===== src/rtl/alu_issue_pkg.sv =====
// Shared constants and types for the ALU issue controller: datapath width,
// opcodes, instruction field positions and FSM states.
package alu_issue_pkg;
    localparam int DATA_W  = 4;
    localparam int INSTR_W = 12;
    localparam int REG_AW  = 2;

    localparam logic [2:0] OP_ADD = 3'b000;
    localparam logic [2:0] OP_SUB = 3'b001;
    localparam logic [2:0] OP_AND = 3'b010;
    localparam logic [2:0] OP_OR  = 3'b011;
    localparam logic [2:0] OP_XOR = 3'b100;
    localparam logic [2:0] OP_NOT = 3'b101;
    localparam logic [2:0] OP_SHL = 3'b110;
    localparam logic [2:0] OP_SHR = 3'b111;

    localparam int I_LDI    = 11;
    localparam int I_OP_HI  = 10;
    localparam int I_OP_LO  = 8;
    localparam int I_RD_HI  = 7;
    localparam int I_RD_LO  = 6;
    localparam int I_RS_HI  = 5;
    localparam int I_RS_LO  = 4;
    localparam int I_RT_HI  = 3;
    localparam int I_RT_LO  = 2;
    localparam int I_IMM_HI = 3;
    localparam int I_IMM_LO = 0;

    typedef enum logic [1:0] {S_IDLE, S_ISSUE, S_CAPTURE, S_RESP} issue_state_e;

    // The ALU only defines carry/borrow for add and subtract.
    function automatic logic carry_defined(input logic [2:0] op);
        return (op == OP_ADD) || (op == OP_SUB);
    endfunction
endpackage


===== src/rtl/alu_issue_if.sv =====
// Instruction, response and ALU-side signals of the issue controller.
// master = instruction source / ALU / response sink; slave = the controller.
interface alu_issue_if;
    import alu_issue_pkg::*;

    logic               in_valid;
    logic               in_ready;
    logic [INSTR_W-1:0] in_instr;
    logic [DATA_W-1:0]  alu_a;
    logic [DATA_W-1:0]  alu_b;
    logic [2:0]         alu_sel;
    logic [DATA_W-1:0]  alu_out;
    logic               alu_carry;
    logic               alu_zero;
    logic               out_valid;
    logic               out_ready;
    logic [DATA_W-1:0]  out_data;
    logic [REG_AW-1:0]  out_rd;
    logic               out_carry;
    logic               out_zero;

    modport master (
        output in_valid, in_instr, out_ready, alu_out, alu_carry, alu_zero,
        input  in_ready, alu_a, alu_b, alu_sel, out_valid, out_data, out_rd, out_carry, out_zero
    );
    modport slave (
        input  in_valid, in_instr, out_ready, alu_out, alu_carry, alu_zero,
        output in_ready, alu_a, alu_b, alu_sel, out_valid, out_data, out_rd, out_carry, out_zero
    );
endinterface


===== src/rtl/alu_cmd_fifo.sv =====
// Two-entry instruction FIFO; a push into a full FIFO is taken when a pop
// happens in the same cycle.
module alu_cmd_fifo
    import alu_issue_pkg::*;
#(
    parameter int W = INSTR_W
) (
    input  logic         clk,
    input  logic         rst,
    input  logic         push,
    input  logic [W-1:0] din,
    output logic         full,
    input  logic         pop,
    output logic [W-1:0] dout,
    output logic         empty
);
    logic [1:0][W-1:0] mem;
    logic              wp, rp;
    logic [1:0]        cnt;
    logic              do_push, do_pop;

    assign empty   = (cnt == 2'd0);
    assign full    = (cnt == 2'd2);
    assign do_pop  = pop && !empty;
    assign do_push = push && (!full || do_pop);
    assign dout    = mem[rp];

    always_ff @(posedge clk or posedge rst) begin
        if (rst) begin
            mem <= '0;
            wp  <= 1'b0;
            rp  <= 1'b0;
            cnt <= 2'd0;
        end else begin
            if (do_push) begin
                mem[wp] <= din;
                wp      <= ~wp;
            end
            if (do_pop) rp <= ~rp;
            cnt <= cnt + {1'b0, do_push} - {1'b0, do_pop};
        end
    end
endmodule


===== src/rtl/alu_issue_ctrl.sv =====
// Issue sequencer for the 4-bit ALU: register file, operand/opcode registers,
// flag capture and response handshake. ALU_CMD_BUF_EN adds a 2-entry input FIFO.
module alu_issue_ctrl
    import alu_issue_pkg::*;
#(
    parameter int NREGS = 4
) (
    input  logic         clk,
    input  logic         rst,
    alu_issue_if.slave   bus
);
    issue_state_e                 state, state_nxt;
    logic [NREGS-1:0][DATA_W-1:0] rf;
    logic                         carry_f, zero_f;
    logic [REG_AW-1:0]            rd_q;
    logic                         cmd_valid, accept;
    logic [INSTR_W-1:0]           cmd;
    logic                         is_ldi;
    logic [2:0]                   op;
    logic [REG_AW-1:0]            rd, rs, rt;
    logic [DATA_W-1:0]            imm;
    logic                         carry_nxt;

`ifdef ALU_CMD_BUF_EN
    logic fifo_full, fifo_empty;

    alu_cmd_fifo #(.W(INSTR_W)) u_fifo (
        .clk   (clk),
        .rst   (rst),
        .push  (bus.in_valid),
        .din   (bus.in_instr),
        .full  (fifo_full),
        .pop   (accept),
        .dout  (cmd),
        .empty (fifo_empty)
    );
    assign cmd_valid    = !fifo_empty;
    assign bus.in_ready = !rst && (!fifo_full || accept);
`else
    assign cmd_valid    = bus.in_valid;
    assign cmd          = bus.in_instr;
    assign bus.in_ready = !rst && (state == S_IDLE);
`endif

    assign accept    = cmd_valid && (state == S_IDLE) && !rst;
    assign is_ldi    = cmd[I_LDI];
    assign op        = cmd[I_OP_HI:I_OP_LO];
    assign rd        = cmd[I_RD_HI:I_RD_LO];
    assign rs        = cmd[I_RS_HI:I_RS_LO];
    assign rt        = cmd[I_RT_HI:I_RT_LO];
    assign imm       = cmd[I_IMM_HI:I_IMM_LO];
    assign carry_nxt = carry_defined(bus.alu_sel) ? bus.alu_carry : carry_f;

    always_ff @(posedge clk or posedge rst) begin
        if (rst) state <= S_IDLE;
        else     state <= state_nxt;
    end

    always_comb begin
        state_nxt     = state;
        bus.out_valid = 1'b0;
        case (state)
            S_IDLE:    if (accept) state_nxt = is_ldi ? S_RESP : S_ISSUE;
            S_ISSUE:   state_nxt = S_CAPTURE;
            S_CAPTURE: state_nxt = S_RESP;
            S_RESP: begin
                bus.out_valid = 1'b1;
                if (bus.out_ready) state_nxt = S_IDLE;
            end
            default:   state_nxt = S_IDLE;
        endcase
    end

    always_ff @(posedge clk or posedge rst) begin
        if (rst) begin
            rf            <= '0;
            carry_f       <= 1'b0;
            zero_f        <= 1'b0;
            rd_q          <= '0;
            bus.alu_a     <= '0;
            bus.alu_b     <= '0;
            bus.alu_sel   <= '0;
            bus.out_data  <= '0;
            bus.out_rd    <= '0;
            bus.out_carry <= 1'b0;
            bus.out_zero  <= 1'b0;
        end else begin
            case (state)
                S_IDLE: if (accept) begin
                    if (is_ldi) begin
                        rf[rd]        <= imm;
                        zero_f        <= (imm == '0);
                        bus.out_data  <= imm;
                        bus.out_rd    <= rd;
                        bus.out_carry <= carry_f;
                        bus.out_zero  <= (imm == '0);
                    end else begin
                        bus.alu_a   <= rf[rs];
                        bus.alu_b   <= rf[rt];
                        bus.alu_sel <= op;
                        rd_q        <= rd;
                    end
                end
                // ALU inputs have settled for a full cycle by now.
                S_CAPTURE: begin
                    rf[rd_q]      <= bus.alu_out;
                    zero_f        <= bus.alu_zero;
                    carry_f       <= carry_nxt;
                    bus.out_data  <= bus.alu_out;
                    bus.out_rd    <= rd_q;
                    bus.out_carry <= carry_nxt;
                    bus.out_zero  <= bus.alu_zero;
                end
                default: ;
            endcase
        end
    end
endmodule


===== src/flat_wrapper.sv =====
// flat-port wrapper written by rule: the top's interface ports become plain ports
module alu_issue_ctrl_flat import alu_issue_pkg::*;
#(
    parameter int NREGS = 4
)
  (clk, rst, bus_in_valid, bus_in_instr, bus_out_ready, bus_alu_out, bus_alu_carry, bus_alu_zero, bus_in_ready, bus_alu_a, bus_alu_b, bus_alu_sel, bus_out_valid, bus_out_data, bus_out_rd, bus_out_carry, bus_out_zero);
  alu_issue_if bus_i ();
  input  logic clk;
  input  logic rst;
  input wire logic [$bits(bus_i.in_valid)-1:0] bus_in_valid;
  input wire logic [$bits(bus_i.in_instr)-1:0] bus_in_instr;
  input wire logic [$bits(bus_i.out_ready)-1:0] bus_out_ready;
  input wire logic [$bits(bus_i.alu_out)-1:0] bus_alu_out;
  input wire logic [$bits(bus_i.alu_carry)-1:0] bus_alu_carry;
  input wire logic [$bits(bus_i.alu_zero)-1:0] bus_alu_zero;
  output wire logic [$bits(bus_i.in_ready)-1:0] bus_in_ready;
  output wire logic [$bits(bus_i.alu_a)-1:0] bus_alu_a;
  output wire logic [$bits(bus_i.alu_b)-1:0] bus_alu_b;
  output wire logic [$bits(bus_i.alu_sel)-1:0] bus_alu_sel;
  output wire logic [$bits(bus_i.out_valid)-1:0] bus_out_valid;
  output wire logic [$bits(bus_i.out_data)-1:0] bus_out_data;
  output wire logic [$bits(bus_i.out_rd)-1:0] bus_out_rd;
  output wire logic [$bits(bus_i.out_carry)-1:0] bus_out_carry;
  output wire logic [$bits(bus_i.out_zero)-1:0] bus_out_zero;
  assign bus_i.in_valid = bus_in_valid;
  assign bus_i.in_instr = bus_in_instr;
  assign bus_i.out_ready = bus_out_ready;
  assign bus_i.alu_out = bus_alu_out;
  assign bus_i.alu_carry = bus_alu_carry;
  assign bus_i.alu_zero = bus_alu_zero;
  assign bus_in_ready = bus_i.in_ready;
  assign bus_alu_a = bus_i.alu_a;
  assign bus_alu_b = bus_i.alu_b;
  assign bus_alu_sel = bus_i.alu_sel;
  assign bus_out_valid = bus_i.out_valid;
  assign bus_out_data = bus_i.out_data;
  assign bus_out_rd = bus_i.out_rd;
  assign bus_out_carry = bus_i.out_carry;
  assign bus_out_zero = bus_i.out_zero;
  alu_issue_ctrl #(.NREGS(NREGS)) u_core (.clk(clk), .rst(rst), .bus(bus_i));
endmodule

===== config.mk =====
export PLATFORM = sky130hd
export DESIGN_NAME = alu_issue_ctrl_flat
export DESIGN_NICKNAME = d
export VERILOG_FILES = /design/src/rtl/alu_issue_pkg.sv /design/src/rtl/alu_issue_if.sv /design/src/rtl/alu_cmd_fifo.sv /design/src/rtl/alu_issue_ctrl.sv /design/src/flat_wrapper.sv
export SDC_FILE = /design/constraint.sdc
export NUM_CORES = 1
export LEC_CHECK = 0
export CAP_MARGIN = 20
export CORE_MARGIN = 2
export CORE_UTILIZATION = 45
export DETAILED_ROUTE_END_ITERATION = 7
export PLACE_DENSITY = 0.77
export SETUP_SLACK_MARGIN = 0.4
export SLEW_MARGIN = 20
export SYNTH_ARGS = -nofsm -noshare
export SYNTH_HDL_FRONTEND = slang
export SYNTH_SLANG_ARGS = --single-unit

===== constraint.sdc =====
create_clock -name clk -period 2.5 [get_ports clk]
set_input_delay 0.25 -clock clk [delete_from_list [all_inputs] [get_ports clk]]
set_output_delay 0.25 -clock clk [all_outputs]
set_load 0.02 [all_outputs]

# Word level (Yosys, flattened, before mapping)
# Cells that the tools add are included.
[word_totals]
ff_bits = 40
input_bits = 22
output_inout_bits = 21
word_cells = 73
[op_classes]
order_cmp = 6
n_eq_ne = 7
n_mux = 31
bitwise = 1
n_reduce_logical = 14
[op_table]
columns = ["cell", "n"]
rows = [
  ["bitwise mux 16 bit", 2],
  ["2-to-1 mux 16 bit", 2],
  ["case mux 16 bit (2 select lines)", 1],
  ["2-to-1 mux 4 bit", 6],
  ["binary-select mux 4 bit (select 2 bit)", 2],
  ["demux 4 bit (select 2 bit)", 2],
  ["less-than comparator 2 x 3 -> 1 bit, second input constant", 4],
  ["2-to-1 mux 2 bit", 5],
  ["case mux 2 bit (4 select lines)", 1],
  ["case mux 4 bit (2 select lines)", 1],
  ["2-to-1 mux 1 bit", 6],
  ["AND reduction 3 bit", 2],
  ["logical AND 1 bit", 5],
  ["equality test 2 bit, second input constant", 2],
  ["greater-or-equal comparator 2 x 1 -> 1 bit, second input constant", 2],
  ["logical NOT 4 bit", 1],
  ["!= test 2 bit, second input constant", 2],
  ["case mux 1 bit (2 select lines)", 2],
  ["case mux 2 bit (2 select lines)", 1],
  ["equality test 3 x 1 -> 1 bit, second input constant", 1],
  ["logical NOT 3 bit", 1],
  ["equality test 2 x 1 -> 1 bit, second input constant", 1],
  ["logical NOT 2 bit", 1],
  ["!= test 2 x 1 -> 1 bit, second input constant", 1],
  ["other kinds (5)", 5],
]

# Depth between registers and ports, before layout
# Gate-level depths: netlist of run 1.
[logic_depth]
word_depth = 8
ltp_mapped = 8
mapped_depth_nobuf = 5

# Worst setup path after synthesis of run 1
# No wires, ideal clock.
[synth_timing]
kind = "reg2reg"
from = "reg u_core.state[0]"
to = "reg u_core.bus.out_carry"
setup_ns = 0.125
arrival_ns = 1.547
required_time_ns = 2.375
slack_ns = 0.828
stages_incl_launch_ff = 7
path_buffers = 1
synth_period_minus_slack_ns = 1.672
path_cell_list = "dfrtp_1 -> inv_1 -> ha_1 -> buf_6 -> nor3b_1 -> mux2_2 -> mux2_4"
[synth_via]
elab_chain_cells = 5
word_cells_on_any_way = 9
cone_classes = "eq/ne: 3; mux: 1; reduce/logical: 5"
[synth_rtl]
columns = ["element", "line", "rtl"]
rows = [
  ["start, declared", "alu_issue_ctrl.sv:12", "issue_state_e state, state_nxt;"],
  ["start signal, assigned", "alu_issue_ctrl.sv:56", "else state <= state_nxt;"],
  ["logical NOT 2 bit", "alu_issue_ctrl.sv:45, alu_issue_ctrl.sv:88", ""],
  ["logical AND 1 bit (2 in series)", "alu_issue_ctrl.sv:45", "assign accept = cmd_valid && (state == S_IDLE) && !rst;"],
  ["!= test 2 x 1 -> 1 bit (no source line)", "n/a", ""],
  ["AND reduction 3 bit (no source line)", "n/a", ""],
  ["end signal, assigned", "alu_issue_ctrl.sv:95", "bus.out_carry <= carry_f;"],
  ["end signal, assigned", "alu_issue_ctrl.sv:111", "bus.out_carry <= carry_nxt;"],
  ["end, declared", "alu_issue_if.sv:28", "output in_ready, alu_a, alu_b, alu_sel, out_valid, out_data, out_rd, out_carry, out_zero"],
]
# Parallel ways exist; a longest one is shown, timed or not.
# A chain may end at the register's enable or synchronous reset.

# Worst setup path in the final report of run 1
[layout_timing]
from = "reg u_core.state[0]"
to = "reg u_core.rf[0] (netlist bit)"
[layout_via]
elab_chain_cells = 5
word_cells_on_any_way = 9
cone_classes = "eq/ne: 3; mux: 1; reduce/logical: 5"
[layout_rtl]
columns = ["element", "line", "rtl"]
rows = [
  ["logical NOT 2 bit", "alu_issue_ctrl.sv:45, alu_issue_ctrl.sv:88", ""],
  ["logical AND 1 bit (2 in series)", "alu_issue_ctrl.sv:45", ""],
  ["!= test 2 x 1 -> 1 bit (no source line)", "n/a", ""],
  ["AND reduction 3 bit (no source line)", "n/a", ""],
  ["end signal, assigned by index", "alu_issue_ctrl.sv:91", "rf[rd] <= imm;"],
  ["end signal, assigned by index", "alu_issue_ctrl.sv:106", "rf[rd_q] <= bus.alu_out;"],
  ["end, declared", "alu_issue_ctrl.sv:13", "logic [NREGS-1:0][DATA_W-1:0] rf;"],
]
# Parallel ways exist; a longest one is shown, timed or not.

==> results.txt, run 1 <==
status: complete, no violations
largest fanout on the critical path: 18
Critical Path RT: 2680 ps
Area Overhead vs Synth: 25.3%
CTS buffer count: 5
all-layer global routing usage: 19.4%
Slew Viols, Final: 0
largest net degree at the start of global routing: 41
Clk pwr share: 13.2%
sequential power share: 36.4%
Post-Syn Nets: 176
IO Pins: 43
drt via density: 6.04
share of Yosys cell area claimed by the top area cell type: 46.5%
H-tree depth: 2
synthesized instance count: 150
GP Congestion: 0.946
Setup crit end kind: flip-flop
antenna fix cells: 0
synth warn: 0
clk root buf: clkbuf_8
critical path's top delay family: compound AO/OA/AOI/OAI gates
fin crit share: 76.4%
Initial Util: 46.2%
worst path bufs/invs: 2
MaxCap Viol Count: 0
chip height: 73.2 um
row count: 25
Final Net Count: 223
chip width: 73.2 um
Net Switching: 1170 uW
Mean Syn Cell Area: 14.4 um2
Slew @ Worst Pin: 498 ps
top-count cell post-synth: dfrtp_1
drt first-iter violations: 118
Final Core Density: 57.9%
cell taking the most area after synthesis: dfrtp_1
Hold Crit Class: input pin to async pin
area of the mapped netlist: 2150 um2
Int Power: 2040 uW
DRT antenna net count: 0
CTS tree: built
sequential area share after synthesis: 46.5%
Yosys cell types: 30
critical path arrival: 2090 ps
crit-path cells: inv_1 > ha_1 > buf_4 > nor3b_2 > o22ai_1 > o2bb2ai_1
Switching Share: 36.6%
CP max stage delay: 400 ps
DP Wirelength: 3430 um
CTS clk-pin slew, worst paths: 80 ps
core area: 4660 um2
GRT overflow: 0
Fin Clk Skew: 8.07 ps
Post-synth EDFFs: 0
startpoint types: flip-flop
Synth Flop Type: dfrtp_1
number of global-route vias before repair: 1557
Post-Route Setup TNS: 0 ps
WL final: 4760 um
power density cells: 1190 nW/um2
critical path class: flip-flop to flip-flop
Comb pwr share: 50.4%
slew margin rel.: 66.8%
initial antenna violation count: 0
fmax: 524 MHz
Synth async-reset ratio: 100%
RSZ-0062 raised after global routing: false
Final Hold Fails: 0
DR DRC count: 0
top cells by count, synth: dfrtp_1, mux2_2, a22oi_1, o2bb2ai_1, mux4_2
Leakage Power: 0.00113 uW
# hold bufs at CTS: 0
maximum vdd drop: 0.531 mV
die area: 5360 um2
global-route wire length before repair: 7700 um
flops & latches, synth: 40
fin crit period: 1910 ps
synth top area cells: dfrtp_1, mux2_2, mux4_2
# clock sinks: 40
PortBufs: 42
Clock Path Buffers: 2
Pre-antenna DRT Iters: 4
clock latency on the worst-skew pair: 290 ps
Avg WL per Cell: 18.9 um
slowest CP cell: nor3b_2
Final setup viols: 0
fraction of layout cells with a size suffix above 1: 29.3%
vias: 1523
layer usage:
metal	vias to the layer above	GRT usage (%)	share of wire [%]
met5	-	0	0
met4	0	10.7	2.8
met3	12	4.01	6.1
met2	77	29.6	49
met1	747	25.8	42
li1	687	-	-
path summary, 6_finish.rpt:
check / startpoint / end / slack (ps) / cells past startpoint
max reg2reg: u_core.state[0] / u_core.rf[0] / 590 / 6
min reg2reg: u_core.carry_f / u_core.carry_f / 500 / 1
max in group asynchronous: rst / u_core.rd_q[0] / 1690 / 3
max: u_core.state[0] / u_core.rf[0] / 590 / 6
min: rst / u_core.bus.out_carry / 450 / 3
min in group clk: u_core.carry_f / u_core.carry_f / 500 / 1
registers in the layout (all words and copies together), names as in the netlist:
register and count:
u_core.bus.out_data 4, u_core.bus.alu_b 4, u_core.bus.out_rd 2, u_core.bus.out_carry 1, u_core.carry_f 1, u_core.bus.out_zero 1, u_core.bus.alu_sel 3, u_core.rf 16
u_core.state 2, u_core.rd_q 2, u_core.bus.alu_a 4
through the flow:
stage	std cells	hold WS [ps]	worst slack, ps	area [um2]	power (uW)
5_1_grt	252	513	452	2700	3400
6_report	252	454	591	2700	3210
3_3_place_gp	244	486	542	2610	2730
4_1_cts	252	484	463	2700	3230
2_1_floorplan	150	402	828	2150	2270
3_5_place_dp	244	487	485	2610	2790
kinds of logic after synthesis:
logic type                 share of synthesized area [%]
buffers and inverters                               3.83
DFF                                                 46.5
adders and majority gates                           2.32
muxes                                               24.9
and+or+nand+nor                                     8.48
AOI/OAI and AO/OA                                   14.0
cells in the final DEF (no fill, tap or decap), drive strengths merged, types with 4 or more instances in the layout:
cell type      count
dfrtp             40
a22oi             16
mux4               8
clkdlybuf4s50     41
nor3b              5
buf                5
o2bb2ai           16
clkbuf             5
mux2              28
ha                 4
o22ai              4
cell type report:
cell class	count	area (um2)
multi-input cells	100	1070
fillers	386	1960
flip-flops and latches	40	1000
clock buffers	5	68.8
clock inverters	3	18.8
repair buffers	47	460
inverters	3	11.3
well taps	54	67.6
power groups by stage:
stage	clock (uW)	sequential, uW	combinational (uW)
floorplan	0	1300	968
global placement	0	1150	1580
detailed placement	0	1180	1620
CTS	434	1170	1630
global route	458	1210	1740
finish	424	1170	1620
worst min-delay path, cell delays in order:
cell             delay [ps]
clkdlybuf4s50_1         450
inv_1                    70
buf_4                   420
repair_timing:
action	in CTS	in global routing
buffers inserted	0	0
resized for setup	0	1
setup endpoints to repair	0	1
Power figures use the tool's default switching activity.
==> run 2, diff against run 1 <==
--- a/config.mk
+++ b/config.mk
@@ -9,7 +9,7 @@
 export CORE_MARGIN = 2
 export CORE_UTILIZATION = 45
 export DETAILED_ROUTE_END_ITERATION = 7
-export PLACE_DENSITY = 0.77
+export PLACE_DENSITY = 0.8
 export SETUP_SLACK_MARGIN = 0.4
 export SLEW_MARGIN = 20
 export SYNTH_ARGS = -nofsm -noshare
==> constraint.sdc (replaced) <==
create_clock -name clk -period 1.67 [get_ports clk]
set_input_delay 0.167 -clock clk [delete_from_list [all_inputs] [get_ports clk]]
set_output_delay 0.167 -clock clk [all_outputs]
set_load 0.02 [all_outputs]
==> results.txt, run 2 (same netlist as run 1, synthesis figures left out) <==
Pre-antenna DRT Iters: 4
Final setup viols: 0
MaxCap Viol Count: 0
initial antenna violation count: 0
H-tree depth: 2
Fillers: 314
dpl cell area: 2920 um2
clock latency on the worst-skew pair: 300 ps
Initial Util: 46.2%
GRT overflow: 0
maximum vdd drop: 1.19 mV
Setup crit end kind: flip-flop
Slew @ Worst Pin: 362 ps
die area: 5360 um2
clk root buf: clkbuf_8
vias: 1752
Final Core Density: 70.8%
power density cells: 1850 nW/um2
worst r2r src: u_core.state[0]
Clock Path Buffers: 2
startpoint types: flip-flop
chip width: 73.2 um
core area: 4660 um2
row count: 25
slew margin rel.: 75.8%
chip height: 73.2 um
Crit Reg-Reg Endpoint: u_core.rf[3]
status: complete, no violations
antenna fix cells: 0
drt via density: 6.13
DP Wirelength: 4040 um
crit-path cells: inv_4 > ha_4 > clkbuf_16 > nor3_4 > buf_4 > a22oi_1 > o2bb2ai_1
critical path arrival: 1870 ps
PortBufs: 42
# clock sinks: 40
IO Pins: 43
global-route wire length before repair: 9440 um
number of global-route vias before repair: 1882
CTS buffer count: 5
CTS tree: built
Fin Hold WS: 283 ps
Avg WL per Cell: 21.9 um
fin crit share: 99.4%
Fin Clk Skew: 4.19 ps
largest fanout on the critical path: 7
Critical Path RT: 1880 ps
slowest CP cell: dfrtp_1
Slew Viols, Final: 0
Post-Layout Inst Area: 3300 um2
commonest non-fill, non-tap cells in the layout: dfrtp_1, buf_4, mux2_4, clkdlybuf4s50_1, dlygate4sd2_1
Final Net Count: 257
largest net degree at the start of global routing: 27
FF-to-FF path depth: 7
register-to-register setup slack: 10 ps
Hold Crit Class: input pin to async pin
fin crit period: 1660 ps
drt first-iter violations: 92
DR DRC count: 0
# hold bufs at CTS: 0
Area Overhead vs Synth: 53.1%
WL final: 6260 um
RSZ-0062 raised after global routing: true
GP Congestion: 0.896
Final Hold Fails: 0
CP max stage delay: 410 ps
all-layer global routing usage: 23.6%
DRT antenna net count: 0
fraction of layout cells with a size suffix above 1: 52.2%
critical path class: flip-flop to flip-flop
Leakage Power: 0.00145 uW
max reg flops: 16
Reg with most FFs: u_core.rf
CTS clk-pin slew, worst paths: 80 ps
most common cell after layout, fill and taps aside: dfrtp_1
fmax: 602 MHz
run 2: critical path: cells and delay by family, from the launching register on:
family / cells / cell delay [ps]
compound gates: 2 / 310
fa+ha+maj: 1 / 200
simple gates: 1 / 210
buf+inv: 3 / 430
flops: 1 / 410
run 2: area by class of cell:
cell class / instances / area [um2] / area share (%)
Clock inverter: 1 / 7.51 / 0.228
Sequential cell: 40 / 1000 / 30.4
Timing Repair Buffer: 81 / 783 / 23.7
Clock buffer: 7 / 86.3 / 2.62
Tap cell: 54 / 67.6 / 2.05
Multi-Input combinational cell: 100 / 1340 / 40.6
Inverter: 3 / 13.8 / 0.417
run 2: worst max path at each step:
stage / from / slack, ps / end / cells past startpoint
2_1_floorplan: u_core.state[1] / 50 / u_core.bus.out_carry / 6
3_5_place_dp: bus_in_instr[2] / -70 / u_core.bus.alu_b[2] / 3
6_report: u_core.state[0] / 10 / u_core.rf[3] / 7
4_1_cts: u_core.state[1] / 50 / u_core.bus.out_zero / 6
5_1_grt: u_core.state[0] / -70 / u_core.rf[3] / 7
3_3_place_gp: bus_in_instr[2] / -50 / u_core.bus.alu_b[1] / 3
run 2: power breakdown:
part	switching [uW]	internal, uW	leakage, uW
combinational	1480	2050	0.000911
sequential	457	1430	0.000495
clock	346	336	0.0000445
run 2: stage by stage:
stage	total power [uW]	setup WS (ps)	TNS, ps	instances
after floorplan	3650	50.8	0	150
after CTS	5690	46.9	0	283
after global routing	6410	-69.3	-162	286
final	6100	10.0	0	286
after global placement	4640	-54.8	-232	262
after detailed placement	4770	-71.6	-410	262
run 2: layer usage:
layer	global-route usage (%)	part of all wire, %	up-vias
met5	0	0	-
met3	5.80	4.8	17
met1	29.8	40	903
met2	38.1	53	71
met4	10.7	2.6	0
li1	-	-	761
run 2: repair_timing:
item	4_1_cts	5_1_grt
cloned	0	1
buffers inserted	13	2
pin swaps	5	6
gates resized for setup	43	26
setup endpoints to repair	61	44
==> run 3, diff against run 2 <==
--- a/config.mk
+++ b/config.mk
@@ -5,9 +5,9 @@
 export SDC_FILE = /design/constraint.sdc
 export NUM_CORES = 1
 export LEC_CHECK = 0
-export CAP_MARGIN = 20
 export CORE_MARGIN = 2
 export CORE_UTILIZATION = 45
+export CTS_BUF_LIST = sky130_fd_sc_hd__clkbuf_8 sky130_fd_sc_hd__clkbuf_16
 export DETAILED_ROUTE_END_ITERATION = 7
 export PLACE_DENSITY = 0.8
 export SETUP_SLACK_MARGIN = 0.4
==> results.txt, run 3 (same netlist as run 1, synthesis figures left out) <==
status: complete, no violations
GP Congestion: 0.896
Worst Setup Slack, final: 18.9 ps
WL final: 6270 um
DRT antenna net count: 0
Area Overhead vs Synth: 53.1%
chip width: 73.2 um
antenna fix cells: 0
Final setup viols: 0
IO Pins: 43
CTS clk-pin slew, worst paths: 70 ps
Reg with most FFs: u_core.rf
clock latency on the worst-skew pair: 300 ps
Clock Path Buffers: 2
RSZ-0062 raised after global routing: true
clk root buf: clkbuf_8
Avg WL per Cell: 21.9 um
fmax: 606 MHz
# hold bufs at CTS: 0
CTS tree: built
largest net degree at the start of global routing: 27
MaxCap Viol Count: 0
Pre-antenna DRT Iters: 4
# clock sinks: 40
startpoint types: flip-flop
Slew Viols, Final: 0
vias: 1730
Final Core Density: 70.8%
slew margin rel.: 75.9%
H-tree depth: 2
drt via density: 6.05
die area: 5360 um2
DP Wirelength: 4040 um
critical path class: flip-flop to flip-flop
Fin Hold WS: 287 ps
power density cells: 1840 nW/um2
Initial Util: 46.2%
fin crit share: 98.9%
most common cell after layout, fill and taps aside: dfrtp_1
drt first-iter violations: 102
number of global-route vias before repair: 1882
GRT overflow: 0
Fin Clk Skew: 3.30 ps
all-layer global routing usage: 23.6%
Critical Path RT: 1880 ps
PortBufs: 42
Slew @ Worst Pin: 360 ps
pre-CTS WS: -71.6 ps
chip height: 73.2 um
Leakage Power: 0.00145 uW
largest fanout on the critical path: 7
commonest non-fill, non-tap cells in the layout: dfrtp_1, buf_4, mux2_4, clkdlybuf4s50_1, dlygate4sd2_1
Hold Crit Class: input pin to async pin
row count: 25
Setup crit end kind: flip-flop
Final Hold Fails: 0
global-route wire length before repair: 9440 um
core area: 4660 um2
critical path arrival: 1860 ps
initial antenna violation count: 0
Final Net Count: 257
fraction of layout cells with a size suffix above 1: 52.2%
fin crit period: 1650 ps
DR DRC count: 0
max reg flops: 16
maximum vdd drop: 1.19 mV
CTS buffer count: 5
## run 3: area by class of cell
class,count,area (um2)
multi-input combinational,100,1340
tap,54,67.6
sequential,40,1000
timing repair buffer,81,783
inverter,3,13.8
clock inverter,2,11.3
clock buffer,6,82.6
fill,314,1360
## run 3: critical path: stages, from the launching register on
cell and delay [ps]:
dfrtp_1 410, inv_4 80, ha_4 200, clkbuf_16 170, nor3_4 210, buf_4 180, a22oi_1 100, o2bb2ai_1 200
## run 3: stage by stage
step                      area [um2]  power [uW]  setup TNS (ps)  instances
final                           3300        6080               0        286
after global routing            3300        6410            -162        286
after CTS                       3160        5680               0        283
after detailed placement        2920        4770            -410        262
after global placement          2920        4640            -232        262
after floorplan                 2280        3650               0        150
## run 3: final timing paths
path,startpoint,cells past startpoint,to,slack (ps)
hold reg to reg,u_core.carry_f,1,u_core.carry_f,510
setup / recovery,u_core.state[0],7,u_core.rf[3],20
min in group clk,bus_in_instr[9],2,u_core.bus.alu_sel[1],480
setup reg to reg,u_core.state[0],7,u_core.rf[3],20
max in group asynchronous,rst,3,u_core.rf[5],1060
hold / removal,rst,3,u_core.state[1],290
## run 3: routing by layer
| metal | vias up | part of all wire, % | global-route usage [%] | wire [um] |
|---|---|---|---|---|
| met5 | - | 0 | 0 | 0 |
| met4 | 0 | 2.2 | 10.7 | 141 |
| met3 | 12 | 4.6 | 5.80 | 286 |
| met2 | 62 | 53 | 38.1 | 3330 |
| met1 | 898 | 40 | 29.8 | 2510 |
| li1 | 758 | - | - | - |
## run 3: power by group
group,total [uW],switching [uW],internal [uW]
Clock,671,342,329
Combinational,3520,1470,2050
Sequential,1890,455,1430
Total,6080,2270,3810
## run 3: what timing repair did
action / in CTS / in global routing
pin swaps: 5 / 6
gates cloned: 0 / 1
setup buffers: 13 / 2
resized for setup: 43 / 26
setup endpoints to repair: 61 / 44
hold endpoints to repair: 0 / 0
